$ cat src/rtl/srv_pkg.sv
// Shared types and encodings for the memory pipeline stage.
// FSM states, exception causes and access-size constants.
package srv_pkg;

    typedef enum logic [1:0] {
        IDLE   = 2'd0,
        ACCESS = 2'd1,
        RESP   = 2'd2
    } mem_state_t;

    localparam logic [1:0] EXC_LOAD_MISALIGN  = 2'd0;
    localparam logic [1:0] EXC_STORE_MISALIGN = 2'd1;
    localparam logic [1:0] EXC_LOAD_FAULT     = 2'd2;
    localparam logic [1:0] EXC_STORE_FAULT    = 2'd3;

    localparam logic [2:0] FN3_B  = 3'b000;
    localparam logic [2:0] FN3_H  = 3'b001;
    localparam logic [2:0] FN3_W  = 3'b010;
    localparam logic [2:0] FN3_D  = 3'b011;
    localparam logic [2:0] FN3_BU = 3'b100;
    localparam logic [2:0] FN3_HU = 3'b101;
    localparam logic [2:0] FN3_WU = 3'b110;

    localparam logic [1:0] SZ_B = 2'd0;
    localparam logic [1:0] SZ_H = 2'd1;
    localparam logic [1:0] SZ_W = 2'd2;
    localparam logic [1:0] SZ_D = 2'd3;

    function automatic logic misaligned(
        input logic [1:0] size,
        input logic [2:0] off
    );
        logic bad;
        bad = 1'b0;
        unique case (size)
            SZ_B: bad = 1'b0;
            SZ_H: bad = off[0];
            SZ_W: bad = |off[1:0];
            SZ_D: bad = |off;
        endcase
        return bad;
    endfunction

endpackage

$ cat src/rtl/output_adj.sv
// Store lane steering: replicates the store operand across the bus
// word and builds the byte-enable mask for the addressed lane.
module output_adj
    import srv_pkg::*;
#(
    parameter int XLEN = 32,
    parameter int LSB  = $clog2(XLEN / 8)
) (
    input  logic [1:0]        size,
    input  logic [LSB-1:0]    offset,
    input  logic [XLEN-1:0]   data,
    output logic [XLEN-1:0]   wdata,
    output logic [XLEN/8-1:0] mask
);

    localparam int MW = XLEN / 8;

    logic [MW-1:0] base;

    always_comb begin
        wdata = {(XLEN / 32){data[31:0]}};
        base  = MW'(4'hF);
        unique case (size)
            SZ_B: begin
                wdata = {MW{data[7:0]}};
                base  = MW'(1);
            end
            SZ_H: begin
                wdata = {(XLEN / 16){data[15:0]}};
                base  = MW'(3);
            end
            SZ_W: begin
                wdata = {(XLEN / 32){data[31:0]}};
                base  = MW'(4'hF);
            end
            SZ_D: begin
                // A doubleword only exists on a 64-bit bus.
                if (XLEN == 64) begin
                    wdata = data;
                    base  = '1;
                end
            end
        endcase
        mask = base << offset;
    end

endmodule

$ cat src/rtl/memory_stage_hs.sv
// Memory stage: issues loads/stores on a req/ack bus, extracts load
// data, raises alignment/bus exceptions and stalls the pipeline.
module memory_stage_hs
    import srv_pkg::*;
#(
    parameter int XLEN    = 32,
    parameter int TIMEOUT = 15,
    parameter int LSB     = $clog2(XLEN / 8)
) (
    input  logic                clk,
    input  logic                async_rst_n,
    input  logic                clk_en,
    input  logic                flush,
    input  logic                valid_in,
    input  logic [31:0]         inst_in,
    input  logic                mem_en_in,
    input  logic                mem_we_in,
    input  logic                lock_in,
    input  logic                wb_en_in,
    input  logic                branch_in,
    input  logic [XLEN-1:0]     alu_in,
    input  logic [XLEN-1:0]     rs2_in,
    input  logic [4:0]          exe_rs1_addr,
    input  logic [4:0]          exe_rs2_addr,
    input  logic                exe_uses_rs1,
    input  logic                exe_uses_rs2,
    output logic                stall,
    output logic                pc_jmp,
    output logic [XLEN-3:0]     pc_target,
    output logic                bus_req,
    output logic                bus_we,
    output logic                bus_lock,
    output logic [XLEN-LSB-1:0] bus_addr,
    output logic [XLEN-1:0]     bus_wdata,
    output logic [XLEN/8-1:0]   bus_mask,
    input  logic                bus_ack,
    input  logic                bus_err,
    input  logic [XLEN-1:0]     bus_rdata,
    output logic                wb_valid,
    output logic [4:0]          wb_rd,
    output logic [XLEN-1:0]     wb_data,
    output logic                exc_valid,
    output logic [1:0]          exc_cause
);

    mem_state_t      state;
    logic [7:0]      cnt;
    logic [2:0]      fn3_q;
    logic [LSB-1:0]  off_q;
    logic [4:0]      rd_q;
    logic            store_q;
    logic            wb_en_q;
    logic            drop_q;
    logic            fault_q;
    logic            armed_q;
    logic [XLEN-1:0] rdata_q;

    logic [XLEN-1:0]   adj_wdata;
    logic [XLEN/8-1:0] adj_mask;

    logic [4:0] rd;
    logic       aligned;
    logic       mem_op;
    logic       issue;
    logic       ack_ok;
    logic       resp_hit;
    logic [7:0] cnt_inc;
    logic       timeout;
    logic       fault_now;
    logic       hold;
    logic       load_use;
    logic       drop;
    logic       unused_bits;

    assign unused_bits = ^{inst_in[31:15], inst_in[6:0]};

    assign rd        = inst_in[11:7];
    assign aligned   = !misaligned(inst_in[13:12], 3'(alu_in[LSB-1:0]));
    assign mem_op    = valid_in & mem_en_in & !flush;
    assign issue     = (state == IDLE) & mem_op & aligned & clk_en;
    assign ack_ok    = bus_ack & armed_q;
    assign resp_hit  = ack_ok | bus_err;
    assign cnt_inc   = cnt + 8'd1;
    assign timeout   = clk_en & (cnt_inc == 8'(TIMEOUT));
    assign fault_now = bus_err | (timeout & !ack_ok);
    assign drop      = drop_q | flush;

    assign hold = (state == ACCESS)
                | ((state == RESP) & !clk_en)
                | issue;

    // Only checked in IDLE: once in RESP the load retires and the
    // pipeline must advance so the dependent op sees the writeback.
    assign load_use = (state == IDLE) & mem_op & aligned
                    & !mem_we_in & wb_en_in & (rd != 5'd0)
                    & (((rd == exe_rs1_addr) & exe_uses_rs1)
                     | ((rd == exe_rs2_addr) & exe_uses_rs2));

    assign stall     = hold | load_use;
    assign pc_jmp    = branch_in & valid_in & !flush;
    assign pc_target = alu_in[XLEN-1:2];

    output_adj #(
        .XLEN (XLEN),
        .LSB  (LSB)
    ) u_adj (
        .size   (inst_in[13:12]),
        .offset (alu_in[LSB-1:0]),
        .data   (rs2_in),
        .wdata  (adj_wdata),
        .mask   (adj_mask)
    );

    logic [XLEN-1:0]  shifted;
    logic signed [7:0]  ld_b;
    logic signed [15:0] ld_h;
    logic signed [31:0] ld_w;
    logic [XLEN-1:0]  load_data;

    assign shifted = rdata_q >> {off_q, 3'b000};
    assign ld_b    = shifted[7:0];
    assign ld_h    = shifted[15:0];
    assign ld_w    = shifted[31:0];

    always_comb begin
        load_data = shifted;
        unique case (fn3_q)
            FN3_B:   load_data = XLEN'(ld_b);
            FN3_H:   load_data = XLEN'(ld_h);
            FN3_W:   load_data = XLEN'(ld_w);
            FN3_BU:  load_data = XLEN'(shifted[7:0]);
            FN3_HU:  load_data = XLEN'(shifted[15:0]);
            FN3_WU:  load_data = XLEN'(shifted[31:0]);
            default: load_data = shifted;
        endcase
    end

    always_ff @(posedge clk or negedge async_rst_n) begin
        if (!async_rst_n) begin
            state     <= IDLE;
            cnt       <= 8'd0;
            bus_req   <= 1'b0;
            bus_we    <= 1'b0;
            bus_lock  <= 1'b0;
            bus_addr  <= '0;
            bus_wdata <= '0;
            bus_mask  <= '0;
            wb_valid  <= 1'b0;
            wb_rd     <= 5'd0;
            wb_data   <= '0;
            exc_valid <= 1'b0;
            exc_cause <= 2'd0;
            fn3_q     <= 3'd0;
            off_q     <= '0;
            rd_q      <= 5'd0;
            store_q   <= 1'b0;
            wb_en_q   <= 1'b0;
            drop_q    <= 1'b0;
            fault_q   <= 1'b0;
            armed_q   <= 1'b0;
            rdata_q   <= '0;
        end else begin
            armed_q <= 1'b1;
            unique case (state)
                IDLE: begin
                    if (clk_en) begin
                        exc_valid <= 1'b0;
                        if (issue) begin
                            state     <= ACCESS;
                            cnt       <= 8'd0;
                            bus_req   <= 1'b1;
                            bus_we    <= mem_we_in;
                            bus_lock  <= lock_in;
                            bus_addr  <= alu_in[XLEN-1:LSB];
                            bus_wdata <= adj_wdata;
                            bus_mask  <= adj_mask;
                            fn3_q     <= inst_in[14:12];
                            off_q     <= alu_in[LSB-1:0];
                            rd_q      <= rd;
                            store_q   <= mem_we_in;
                            wb_en_q   <= wb_en_in;
                            drop_q    <= 1'b0;
                        end else begin
                            wb_valid <= valid_in & !mem_en_in
                                      & wb_en_in & !flush;
                            wb_rd    <= rd;
                            wb_data  <= alu_in;
                            if (mem_op & !aligned) begin
                                exc_valid <= 1'b1;
                                exc_cause <= mem_we_in
                                           ? EXC_STORE_MISALIGN
                                           : EXC_LOAD_MISALIGN;
                            end
                        end
                    end
                end
                ACCESS: begin
                    if (flush) drop_q <= 1'b1;
                    // Responses are taken even with clk_en low so the
                    // bus handshake never gets lost.
                    if (resp_hit | timeout) begin
                        state   <= RESP;
                        bus_req <= 1'b0;
                        fault_q <= fault_now;
                        rdata_q <= bus_rdata;
                    end else if (clk_en) begin
                        cnt <= cnt_inc;
                    end
                end
                RESP: begin
                    if (clk_en) begin
                        state     <= IDLE;
                        cnt       <= 8'd0;
                        wb_valid  <= !drop & !fault_q & !store_q & wb_en_q;
                        wb_rd     <= rd_q;
                        wb_data   <= load_data;
                        exc_valid <= !drop & fault_q;
                        exc_cause <= store_q ? EXC_STORE_FAULT
                                             : EXC_LOAD_FAULT;
                    end
                end
                default: state <= IDLE;
            endcase
        end
    end

endmodule

$ cat config.mk
export PLATFORM = sky130hd
export DESIGN_NAME = memory_stage_hs
export DESIGN_NICKNAME = d
export VERILOG_FILES = /design/src/rtl/srv_pkg.sv /design/src/rtl/output_adj.sv /design/src/rtl/memory_stage_hs.sv
export SDC_FILE = /design/constraint.sdc
export NUM_CORES = 1
export LEC_CHECK = 0
export BUFFER_PORTS_ARGS = -buffer_cell sky130_fd_sc_hd__buf_2
export CAP_MARGIN = 20
export CORE_ASPECT_RATIO = 0.6
export CORE_MARGIN = 5
export CORE_UTILIZATION = 40
export DETAILED_ROUTE_END_ITERATION = 16
export HOLD_SLACK_MARGIN = 0.06
export PLACE_DENSITY = 0.72
export SYNTH_ARGS = -nofsm -noshare
export SYNTH_HDL_FRONTEND = slang
export SYNTH_HIERARCHICAL = 1
export SYNTH_SLANG_ARGS = --single-unit
$ cat constraint.sdc
create_clock -name clk -period 2.47 [get_ports clk]
set_input_delay 0.3705 -clock clk [delete_from_list [all_inputs] [get_ports clk]]
set_output_delay 0.3705 -clock clk [all_outputs]
set_load 0.01 [all_outputs]
* Word level (Yosys, flattened, before mapping) *
Cells that the tools add are included.

word-level totals
  word-level logic and storage cells = 151
  memories = 0
  latch bits = 0
  ROM bits = 0
  output and inout port bits = 142
  register bits = 166
  bits of input ports = 152
  RAM bits = 0

cells by class
  equality and inequality tests = 20
  bitwise logic cells = 33
  divide/modulo/power cells = 0
  shift operators = 2
  multiplexer cells = 47
  reduce and logical (&&, ||, !) cells = 27
  add/subtract/negate cells = 1
  magnitude comparators = 0
  multiply operators = 0

operator list
  kind                                           number
  one-hot mux 32 bit (2 select lines)            2
  one-hot mux 32 bit (4 select lines)            1
  2-to-1 mux 32 bit                              3
  2-to-1 mux 8 bit                               5
  right shift 32 x 5 -> 32 bit                   1
  bitwise AND 1 bit                              25
  one-hot mux 8 bit (3 select lines)             1
  2-to-1 mux 2 bit                               8
  AND reduction 4 bit                            4
  2-to-1 mux 1 bit                               15
  2-to-1 mux 5 bit                               3
  inequality test 2 bit, second input constant   7
  == test 5 bit                                  2
  one-hot mux 5 bit (2 select lines)             1
  logical NOT 1 bit                              9
  adder 8 x 1 -> 8 bit, second input constant    1
  == test 8 x 4 -> 1 bit, second input constant  1
  bitwise OR 1 bit                               8
  one-hot mux 1 bit (2 select lines)             4
  one-hot mux 4 bit (2 select lines)             1
  == test 2 bit, second input constant           3
  == test 3 bit, second input constant           2
  one-hot mux 2 bit (3 select lines)             1
  AND reduction 3 bit                            2
  15 further kinds                               20

* Logic depth before layout (Yosys ltp) *
Gate-level depths: netlist of run 1.

  depth in word-level cells = 10
  mapped depth = 9
  depth with buffers taken out = 7

* Hierarchy *
The synthesis of run 1 kept the hierarchy.

by module, submodules not included
  module           area each (µm²)  sequential area each (µm²)  times used  cells each
  memory_stage_hs  7768.7           4154.0                      1           665
  output_adj       488.0            0.0                         1           60

* Least setup slack after synthesis of run 1 *
No wires, ideal clock.

  kind = register to register
  start point = register cnt[0]
  end point = register rdata_q[10]
  cell stages (with the launch flop) = 9
  data arrival time = 2.100 ns
  setup slack = 0.245 ns
  period minus slack after synthesis = 2.225 ns
  library setup time = 0.125 ns
  buffers on the path = 1
  required time = 2.345 ns
  path through = dfrtp_1 ha_1 and3_1 and3_1 xnor2_1 a21oi_4 nor2_4 buf_6 mux2_4

on the way
  cells in the longest elaborated chain, start to end = 5

RTL lines
  item                                  RTL line                source
  from (decl)                           memory_stage_hs.sv:47   logic [7:0] cnt;
  from (signal assigned)                memory_stage_hs.sv:207  cnt <= cnt_inc;
  adder 8 x 1 -> 8 bit                  memory_stage_hs.sv:83   assign cnt_inc = cnt + 8'd1;
  == test 8 x 4 -> 1 bit                memory_stage_hs.sv:84   assign timeout = clk_en & (cnt_inc == 8'(TIMEOUT));
  bitwise AND 1 bit                     memory_stage_hs.sv:84
  bitwise OR 1 bit                      memory_stage_hs.sv:201  if (resp_hit | timeout) begin
  AND reduction 2 bit (no source line)  -
  to (signal assigned)                  memory_stage_hs.sv:205  rdata_q <= bus_rdata;
  to (decl)                             memory_stage_hs.sv:56   logic [XLEN-1:0] rdata_q;

No other way between the ends.
A chain may end at the register's enable or synchronous reset.

* Final worst setup path of run 1 *
  start point = register cnt[0]
  end point = register rdata_q[0]

Same word-level chain as after synthesis.

==> results.md, run 1 <==
* Status: finished, final reports clean
* Reg clk slew, reported paths at around 0.070 ns
* Gr usage total at 0.202
* LEAKAGE at ~5 nW
* Setup crit end: rdata_q[0]
* WP depth at 8
* CTS tree: done
* Number of library cell types mapped by synthesis at 49
* Normalized max-slew margin at 0.628
* IO buf count at 269
* Main area contributors after synthesis: dfrtp_1 50%, mux2_2 13%, mux2_4 5.5%
* Slowest-stage cell, CP: dfrtp_1
* Crit path cell chain: ha_1 -> and3_1 -> and3_1 -> xnor2_2 -> a21oi_4 -> nor2_4 -> buf_12 -> mux2_2
* YS warnings at 6
* Initial antenna violation count at 3
* Max Clock Skew at between 0.01 and 0.015 ns
* Crit end category: flop
* CP max FO at 32
* Setup TNS at 0 ns
* Total Power at 9.00 mW
* Mapped Cells at 725
* RSZ-0062 raised after global routing: false
* Yosys top cell area share at 0.503
* WL/cell at approximately 19 um
* Die H at approximately 120 um
* FP Rows at 40
* Nets@finish at approximately 1100
* Startpoint types: flop
* Global-route wire length before repair at around 37 mm
* Setup repair bufs after CTS at 0
* R2r worst-path depth at 8
* Post-DR vias/cell at approximately 5.3
* Tmin final at 2.37 ns
* DRT iter0 DRCs at roughly 450
* Ys async rst share at 1.00
* Hold Vio Cnt, Final at 0
* Critical path type: flop to flop
* Crit share post-route at 0.960
* Final setup violation count at 0
* Clock sink count at 166
* Most common cell in the netlist: dfrtp_1
* TritonRoute pass-1 iters at 5
* Max clock buf depth at 2
* Detailed placement HPWL at about 18 mm
* Syn Nets at about 880
* Crit path launch: cnt[0]
* Mapped cell area at roughly 0.0083 mm2
* CTS Buf Count at 17
* Worst reg2reg setup slack at 0.1 ns
* Congestion Overflow GR at 0
* Top_reg_cell synth: dfrtp_1
* Drt total wl at approximately 24 mm
* Register area share after synthesis at 0.503
* Tightest Pin Transition at around 0.56 ns
* Initial Util at 0.409
* Worst r2r dst: rdata_q[0]
* Critical path's top delay family: simple AND/OR/NAND/NOR gates
* Clock latency on the worst-skew pair at 0.44 ns
* Yosys reg bits at 166
* Max Fclk at 0.422 GHz
* Synth cell count leaders: 166 x dfrtp_1, 98 x mux2_2, 68 x nand2_1
* Syn Area/Cell at approximately 11 um2
* Number of global-route vias before repair at around 6500
* Post-synth EDFFs at 0
* Via count at 6537
* Final Non-Filler Cells at roughly 1200
* Worst R2R Start: cnt[0]
* Top cell by count, worst path: and3_1
* DIE AREA at 0.0237 mm2
* Number of diodes at 0
* H-Tree Depth at 4
* Critical Path RT at roughly 2.8 ns
* Power density cells at ~870 mW/mm2
* DRC Markers at 0
* Peak VDD IR at about 0.55 mV
* Largest net degree at the start of global routing at 83
* Final ANT Viol Nets at 0
* Crit path DAT at 2.70 ns
* Layout cells sized above 1 at 0.477
* Final Slew Violations at 0
* Core footprint at roughly 0.02 mm2
* Cell taking the most area after synthesis: dfrtp_1
* Min-Delay Path Class: input pin to flop
* Area delta synth->final at 24.7%
* Max Cap Violations at 0
* Clock Tree Root: clkbuf_16
* Number of I/O pins at between 200 and 300
* Hold WS at ~0.15 ns
* Largest stage delay on the critical path at ~0.44 ns
* Die X at between 150 and 200 um
* Final GP Congestion at around 0.9
* WP buf/inv at 1
* Dpl cells at 1212
-- placed cells by master (no fill, tap or decap), types with 2 or more instances in the layout --
cell type / netlist / final
a21oi_1: 30 / 30
nand3_1: 9 / 9
a211oi_1: 15 / 15
mux2_2: 98 / 98
clkinv_4: 0 / 4
a31oi_1: 8 / 8
o21ai_0: 49 / 49
mux2_4: 30 / 30
inv_6: 0 / 5
o21ai_1: 9 / 9
xor2_1: 10 / 10
nor2_1: 42 / 41
xnor2_1: 4 / 3
dfrtp_1: 166 / 166
buf_12: 0 / 4
nor2_4: 1 / 2
buf_2: 7 / 268
o2bb2ai_1: 3 / 3
inv_1: 2 / 2
nor3_1: 2 / 2
nor4_1: 4 / 4
nand2_1: 68 / 68
mux2i_1: 27 / 27
clkbuf_16: 0 / 17
nand2b_1: 5 / 5
nor2b_1: 12 / 12
nand4_1: 2 / 2
buf_4: 42 / 22
clkinvlp_4: 0 / 3
a22o_1: 4 / 4
and3_1: 6 / 6
o22ai_1: 19 / 19
ha_1: 2 / 2
-- metrics by stage --
stage / worst slack, ns / area, um2 / utilization
global placement: 0.130 / 9690 / 0.480
finish: 0.0995 / 10300 / 0.511
global route: 0.0298 / 10300 / 0.511
detailed placement: 0.0759 / 9690 / 0.480
CTS: 0.0479 / 10300 / 0.510
floorplan: 0.245 / 8260 / -
-- cell families after synthesis --
group | count (synthesis) | synth area share
AOI/OAI and AO/OA | 144 | 0.103
xor gates and xnor gates | 14 | 0.0148
adders and majority gates | 2 | 0.00303
buffers and inverters | 83 | 0.0638
DFF | 166 | 0.503
muxes | 155 | 0.221
other | 1 | 0.000454
and+or+nand+nor | 160 | 0.0905
-- worst register-to-register path, delay by kind of cell (launching register included) --
kind,cells,cell delay (ns)
xor+xnor,1,0.21
fa+ha+maj,1,0.29
compound gates,1,0.09
simple gates,3,0.59
buf+inv,1,0.25
mux,1,0.40
flops,1,0.44
-- flip-flops by register name (all words and copies together), names as in the netlist --
signal     cells
armed_q        1
bus_addr      30
bus_lock       1
bus_mask       4
bus_req        1
bus_wdata     32
cnt            8
drop_q         1
exc_cause      2
exc_valid      1
fault_q        1
fn3_q          3
off_q          2
rd_q           5
rdata_q       32
state          2
store_q        1
wb_data       32
wb_en_q        1
wb_rd          5
wb_valid       1
-- timing repair --
item                                    4_1_cts  5_1_grt
resized for setup                             0        2
hold buffers                                  1        0
endpoints found under the hold margin        52        0
endpoints found under the setup margin        0       24
-- worst min path at each step --
stage,startpoint,to,depth (start not counted)
2_1_floorplan,async_rst_n,armed_q,0
3_3_place_gp,async_rst_n,drop_q,1
3_5_place_dp,async_rst_n,exc_cause[1],1
4_1_cts,bus_rdata[13],rdata_q[13],2
5_1_grt,bus_rdata[7],rdata_q[7],2
6_report,bus_rdata[13],rdata_q[13],2
-- routing by layer --
layer	vias to the layer above	wire length, um	GRT usage	share of wire
met5	-	60	0	0.0025
met4	6	318	0.0541	0.013
met3	29	2150	0.0638	0.089
met2	296	10100	0.282	0.42
met1	3198	11600	0.301	0.48
li1	3008	-	-	-
-- cell type report --
| cell class | count | area, um2 |
|---|---|---|
| fillers | 1819 | 9870 |
| repair buffers | 296 | 1610 |
| multi-input cells | 476 | 3600 |
| inverters | 2 | 7.51 |
| clock inverters | 14 | 143 |
| flip-flops and latches | 166 | 4150 |
| well taps | 273 | 342 |
| clock buffers | 18 | 439 |
-- power breakdown --
group / leakage, nW / internal, mW / total (mW) / switching, mW
registers: 2.05 / 3.38 / 3.89 / 0.506
logic: 2.69 / 1.24 / 2.45 / 1.22
clock network: 0.276 / 1.44 / 2.65 / 1.21
total: 5.02 / 6.07 / 9.00 / 2.93
(Power assumes the default switching activity.)
==> inputs of run 2 (changes only) <==
Settings changed: CORE_UTILIZATION 40 to 50, PLACE_DENSITY 0.72 to 0.86.
==> run 2 against run 1 <==
Compared with the run above: final cell count decreased by 5.5%; global-route usage rose by 3.8 points; register-to-register slack better by 0.02 ns; power shrank 2.0%; first-iteration DRC count grew 0.45%; critical path depth stayed put; combinational power barely moved; sequential power about the same; critical endpoint unchanged; design area down 1.5%; sequential cell count unchanged; routed wire length down 4.6%; count of clock-buffer cells in the layout increased by 3; highest routed layer unchanged; largest cell class unchanged.
==> results.md, run 2 (synthesized netlist as in run 1, its figures left out) <==
* Non-Filler Cell Area, Final at 0.0101 mm2 (-1.5%)
* Drt total wl at 23.2 mm (-4.6%)
* Congestion Overflow GR at 0 (unchanged)
* Crit path DAT at 2.65 ns (-0.05 ns)
* Largest net degree at the start of global routing at 58 (-30%)
* Number of cells on the worst hold path at 2 (unchanged)
* CTS tree: done
* Area delta synth->final at 22.8%
* Startpoint types: flop
* Critical path's top delay family: simple AND/OR/NAND/NOR gates
* Crit path cell chain: ha_1 -> and3_1 -> and3_1 -> xnor2_2 -> a21oi_4 -> nor2_4 -> buf_12 -> mux2_2
* Normalized max-slew margin at 0.561 (-0.0663)
* Number of diodes at 0 (unchanged)
* Clock Tree Root: clkbuf_16
* Max Cap Violations at 0 (unchanged)
* Reg area at 0.00415 mm2 (unchanged)
* GR Util met2 at 0.353 (+0.0706)
* Tmin final at 2.35 ns (-0.0187 ns)
* Status: finished, final reports clean
* Top Registers: bus_wdata (32), rdata_q (32), wb_data (32)
* R2r worst-path depth at 8 (unchanged)
* H-Tree Depth at 4 (unchanged)
* Post-DR vias/cell at 5.52 (+5.1%)
* Min setup slack post-route at 0.118 ns (+0.0187 ns)
* Peak VDD IR at 0.414 mV (-24%)
* WP depth at 8 (unchanged)
* WL/cell at 19.7 um (+1.0%)
* TritonRoute pass-1 iters at 5 (unchanged)
* Commonest non-fill, non-tap cells in the layout: 268 x buf_2, 166 x dfrtp_1, 98 x mux2_2
* RSZ-0062 raised after global routing: false
* Setup TNS at 0 ns (unchanged)
* Crit share post-route at 0.952 (-0.00758)
* Die H at 110 um (-9.7%)
* GR Layer Usage met1 at 0.344 (+0.0428)
* Largest stage delay on the critical path at 0.43 ns (about the same)
* Clock sink count at 166 (unchanged)
* Global-route wire length before repair at 36.2 mm (-2.5%)
* Nets@finish at 1108 (-0.45%)
* Top Usage Layer GRT: met2
* CP max FO at 32 (unchanged)
* Max Clock Skew at 0.0143 ns (+0.00293 ns)
* DP Area at 0.00957 mm2 (-1.3%)
* Layout cells sized above 1 at 0.474 (-0.00374)
* Tightest Pin Transition at 0.658 ns (+0.101 ns)
* CTS Buf Count at 17 (unchanged)
* Gr usage total at 0.240 (+0.0376)
* LEAKAGE at 4.97 nW (-0.88%)
* Number of global-route vias before repair at 6485 (+0.31%)
* Number of I/O pins at 294 (unchanged)
* Reg clk slew, reported paths at 0.07 ns (about the same)
* Final Slew Violations at 0 (unchanged)
* Commonest non-fill, non-tap cell in the layout: buf_2
* Critical Path RT at 2.77 ns (-0.02 ns)
* Die X at 176 um (-10%)
* IO buf count at 269 (unchanged)
* Final ANT Viol Nets at 0 (unchanged)
* Initial antenna violation count at 3 (unchanged)
* Max Fclk at 0.425 GHz (+0.80%)
* Area of the multi-input gates at 0.00359 mm2 (-0.28%)
* DRT iter0 DRCs at 450 (+0.45%)
* Final core utilization at 0.625 (+0.115)
* Crit end category: flop
* Initial Util at 0.509 (+0.0998)
* Slowest-stage cell, CP: dfrtp_1
* WP buf/inv at 1 (unchanged)
* Critical path type: flop to flop
* Core footprint at 0.0162 mm2 (-20%)
* Top cell by count, worst path: and3_1
* Final GP Congestion at 0.919 (+4.1%)
* Final setup violation count at 0 (unchanged)
* DRC Markers at 0 (unchanged)
* Clock latency on the worst-skew pair at 0.41 ns (-0.03 ns)
* Via count at 6490 (-0.72%)
* M3 GR Usage at 0.0777 (+0.0138)
* Detailed placement HPWL at 17.8 mm (-2.1%)
* FP Rows at 36 (-10%)
* Hold Vio Cnt, Final at 0 (unchanged)
* Min-Delay Path Class: input pin to flop
* Fill count at 1291 (-29%)
* Pre-CTS setup slack at 0.0723 ns (-0.00363 ns)
* Max clock buf depth at 2 (unchanged)
* Power density cells at 870 mW/mm2 (-0.42%)
* DIE AREA at 0.0193 mm2 (-19%)
==> run 2: cell count changes in the layout (fill, tap and decap cells not counted), sizes merged <==
cell      change
buf           -5
clkbuf        +3
inv           -2
bufinv        -1
clkinv        +1
clkinvlp      -1
==> run 2: stage by stage <==
step           hold slack, ns  instances  power, mW
3_3_place_gp            0.377       1143       6.25
3_5_place_dp            0.383       1143       6.37
5_1_grt                 0.156       1176       9.29
4_1_cts                 0.171       1176       8.87
6_report                0.180       1176       8.82
2_1_floorplan          0.0749        725       5.31
==> run 2: path summary, 6_finish.rpt <==
check	start	endpoint	slack (ns)
worst max register to register	cnt[0]	rdata_q[0]	0.12
worst max-delay path	cnt[0]	rdata_q[0]	0.12
min in group asynchronous	async_rst_n	wb_rd[3]	0.49
max in group asynchronous	async_rst_n	bus_addr[13]	1.26
worst min register to register	wb_data[8]	wb_data[8]	0.48
worst min-delay path	bus_rdata[5]	rdata_q[5]	0.18
==> run 2: final cells by class <==
cell class / instances / area share
clock inverter: 11 / 0.00889
timing repair buffer: 291 / 0.155
multi-input combinational: 476 / 0.355
tap: 209 / 0.0258
inverter: 2 / 0.000740
sequential: 166 / 0.410
clock buffer: 21 / 0.0454
==> run 2: power breakdown <==
group	switching (mW)	leakage [nW]	internal, mW	total [mW]
clock network	1.13	0.265	1.36	2.49
registers	0.511	2.05	3.38	3.90
logic	1.20	2.66	1.23	2.43
==> run 2: repair_timing <==
item	4_1_cts	5_1_grt
endpoints found under the setup margin	0	37
hold buffers	1	0
resized for setup	0	2
buffers inserted	0	0
hold endpoints to repair	54	0
==> run 2: per-layer routing <==
layer,wire (um),share of wire
met3,2160,0.093
met2,9880,0.43
met5,54,0.0023
met1,10600,0.46
met4,432,0.019
==> inputs of run 3 (changes only) <==
Settings changed: ABC_AREA from default to 1, CORE_MARGIN 5 to 4.
==> run 3 against run 2 <==
Compared with the run above: setup slack worse by 0.0073 ns; clock power rose by 6%; synthesized area increased by 2.1%; core utilization up 0.63 points; critical path type is now flop to primary output; critical path depth shrank 1; combinational power about the same; worst hold slack lost 0.027 ns; non-clock buffer count up 3; routed wire length is 15% higher; synthesized cell count up 54%; sequential power down 1%.
==> results.md, run 3 <==
* Via count at 8454 (+30%)
* Comb pwr share at 0.272 (-0.004)
* Tmin final at 2.36 ns (+0.00728 ns)
* DRC Markers at 0 (unchanged)
* Top_reg_cell synth: dfrtp_1
* NetSw at 3.20 mW (+13%)
* Commonest non-fill, non-tap cells in the layout: 510 x nand2_1, 268 x buf_2, 166 x dfrtp_1
* CTS tree: done
* Yosys reg bits at 166 (unchanged)
* Setup TNS at 0 ns (unchanged)
* Worst R2R Start: off_q[1]
* Normalized max-slew margin at 0.281 (-0.281)
* FP Rows at 36 (unchanged)
* Number of library cell types mapped by synthesis at 38 (-22%)
* Nets@finish at 1486 (+34%)
* Critical Path RT at 2.10 ns (-0.67 ns)
* Worst reg2reg setup slack at 0.28 ns (+0.16 ns)
* Mapped Cells at 1115 (+54%)
* Critical path type: flop to primary output
* Most common cell in the netlist: nand2_1
* Clock sink count at 166 (unchanged)
* Register area share after synthesis at 0.493 (-0.0105)
* Power Internal at 5.70 mW (-4.5%)
* WP buf/inv at 1 (unchanged)
* Crit share post-route at 0.955 (+0.00295)
* Top Registers: bus_wdata (32), rdata_q (32), wb_data (32)
* Post-synth EDFFs at 0 (unchanged)
* Ys async rst share at 1.00 (unchanged)
* Slowest-stage cell, CP: dfrtp_1
* Initial antenna violation count at 0 (-3)
* Final Non-Filler Cells at 1573 (+34%)
* Hold Vio Cnt, Final at 0 (unchanged)
* Tightest Pin Transition at 1.07 ns (+0.417 ns)
* Switching Share at 0.360 (+0.0369)
* Max Fclk at 0.424 GHz (-0.31%)
* Gr usage total at 0.279 (+0.0388)
* IO buf count at 269 (unchanged)
* Flop pwr share at 0.433 (-0.009)
* Syn Area/Cell at 7.56 um2 (-34%)
* CP max FO at 4 (-88%)
* CTS Buf Count at 17 (unchanged)
* Largest net degree at the start of global routing at 74 (+28%)
* Syn Nets at 1269 (+44%)
* Final GP Congestion at 0.912 (-0.84%)
* Hold WS at 0.153 ns (-0.0270 ns)
* Congestion Overflow GR at 0 (unchanged)
* WL/cell at 17.0 um (-14%)
* Synth cell count leaders: 510 x nand2_1, 166 x dfrtp_1, 76 x o21ai_0
* Post-DR vias/cell at 5.37 (-2.6%)
* Commonest non-fill, non-tap cell in the layout: nand2_1
* YS warnings at 6 (unchanged)
* Detailed placement HPWL at 19.7 mm (+11%)
* Number of cells on the worst hold path at 3 (+1)
* Number of I/O pins at 294 (unchanged)
* Hold_sp: lock_in
* Largest stage delay on the critical path at 0.44 ns (about the same)
* Min-Delay Path Class: input pin to flop
* R2r worst-path depth at 5 (-3)
* Yosys top cell area share at 0.493 (-0.0105)
* Critical path's top delay family: simple AND/OR/NAND/NOR gates
* Global-route wire length before repair at 41.9 mm (+16%)
* Startpoint types: flop
* Final ANT Viol Nets at 0 (unchanged)
* Power density cells at 860 mW/mm2 (-1.1%)
* Crit path cell chain: or2_0 -> nor2_2 -> nand2_1 -> nor4_2 -> nand2_1 -> nand2_1 -> buf_2
* Mapped cell area at 0.00843 mm2 (+2.1%)
* Final Slew Violations at 0 (unchanged)
* Crit end category: primary output
* Number of diodes at 0 (unchanged)
* Crit path DAT at 1.99 ns (-0.66 ns)
* H-Tree Depth at 4 (unchanged)
* Max Cap Violations at 0 (unchanged)
* Worst r2r dst: wb_data[29]
* LEAKAGE at 5.72 nW (+15%)
* Clock Tree Root: clkbuf_16
* Die X at 176 um (-0.14%)
* Clock power share at 0.295 (+0.012)
* Peak VDD IR at 0.599 mV (+45%)
* Number of global-route vias before repair at 7825 (+21%)
* Clock latency on the worst-skew pair at 0.42 ns (about the same)
* DRT iter0 DRCs at 1002 (+120%)
* Reg clk slew, reported paths at 0.07 ns (about the same)
* Fill count at 1472 (+14%)
* Core footprint at 0.0164 mm2 (+1.1%)
* Cell taking the most area after synthesis: dfrtp_1
* Final setup violation count at 0 (unchanged)
* TritonRoute pass-1 iters at 6 (+1)
* Top cell by count, worst path: nand2_1
* Initial Util at 0.514 (+0.00516)
* Dpl cells at 1536 (+34%)
* Main area contributors after synthesis: dfrtp_1 49%, nand2_1 23%, o21ai_0 4.5%
* Layout cells sized above 1 at 0.255 (-0.219)
* Status: finished, final reports clean
* Area delta synth->final at 22.8% (about the same)
* Max clock buf depth at 2 (unchanged)
* DIE AREA at 0.0191 mm2 (-1.0%)
* Max Clock Skew at 0.0103 ns (-0.00407 ns)
* Non-Filler Cell Area, Final at 0.0104 mm2 (+2.1%)
* Drt total wl at 26.7 mm (+15%)
* Hold endpoint: bus_lock
* Total Power at 8.91 mW (+0.99%)
* Die H at 109 um (-0.86%)
* DP Area at 0.00973 mm2 (+1.7%)
[run 3: cell count changes after synthesis, moves of 15 or more]
cell / change
nand2_1: +442
mux2_2: -98
nand3_1: +65
inv_1: +36
mux2_4: -30
mux2i_1: -27
o21ai_0: +27
o22ai_1: -15
[run 3: cell families (layout without fill, tap and decap cells)]
logic type                 after synthesis  in the layout  share of synthesized area
AOI/OAI and AO/OA                      152            152                     0.0984
xor gates and xnor gates                 5              5                    0.00519
adders and majority gates                2              2                    0.00297
buffers and inverters                  138            368                     0.0881
DFF                                    166            166                      0.493
other                                    1              1                   0.000445
and+or+nand+nor                        651            651                      0.312
[run 3: power by group through the flow]
stage | clock network [mW] | registers [mW] | logic (mW)
after detailed placement | 0 | 3.87 | 2.41
after CTS | 2.65 | 3.83 | 2.42
after global placement | 0 | 3.86 | 2.32
after global routing | 2.78 | 3.92 | 2.70
after floorplan | 0 | 3.95 | 1.21
final | 2.63 | 3.85 | 2.42
[run 3: layer usage]
metal	wire (um)	part of all wire	vias to the layer above	GRT usage
met3	2530	0.095	40	0.0580
li1	-	-	3949	-
met4	357	0.013	0	0.0606
met5	0	0	-	0
met2	12300	0.46	477	0.441
met1	11500	0.43	3988	0.401
[run 3: timing repair]
| item | 4_1_cts | 5_1_grt |
|---|---|---|
| endpoints found under the hold margin | 47 | 0 |
| gates resized for setup | 1 | 2 |
| setup endpoints to repair | 1 | 1 |
| pin swaps | 0 | 2 |
| hold buffers | 1 | 0 |
| setup buffers | 0 | 4 |
[run 3: worst max path at each step]
stage | from | to | slack (ns) | cells past startpoint
CTS | state[1] | stall | 0.02 | 7
floorplan | cnt[0] | rdata_q[30] | 0.70 | 12
global placement | alu_in[0] | stall | 0.25 | 9
detailed placement | alu_in[0] | stall | 0.17 | 9
global route | state[1] | stall | -0.03 | 7
finish | state[1] | stall | 0.11 | 7
[run 3: layout make-up]
class                   count  area (um2)  area share
multi-input cells         811        3560       0.344
inverters                  42         166      0.0161
well taps                 228         285      0.0276
clock inverters            14         141      0.0137
flip-flops and latches    166        4150       0.401
clock buffers              18         429      0.0415
repair buffers            294        1620       0.156
[run 3: per-stage QoR]
stage	setup slack, ns	util
finish	0.111	0.631
global route	-0.0335	0.631
CTS	0.0186	0.629
detailed placement	0.168	0.593
global placement	0.247	0.593
floorplan	0.697	-
[run 3: tightest hold or removal path, cell delays in order]
cell	delay [ns]
buf_2	0.08
nand2_1	0.04
nand2_1	0.05
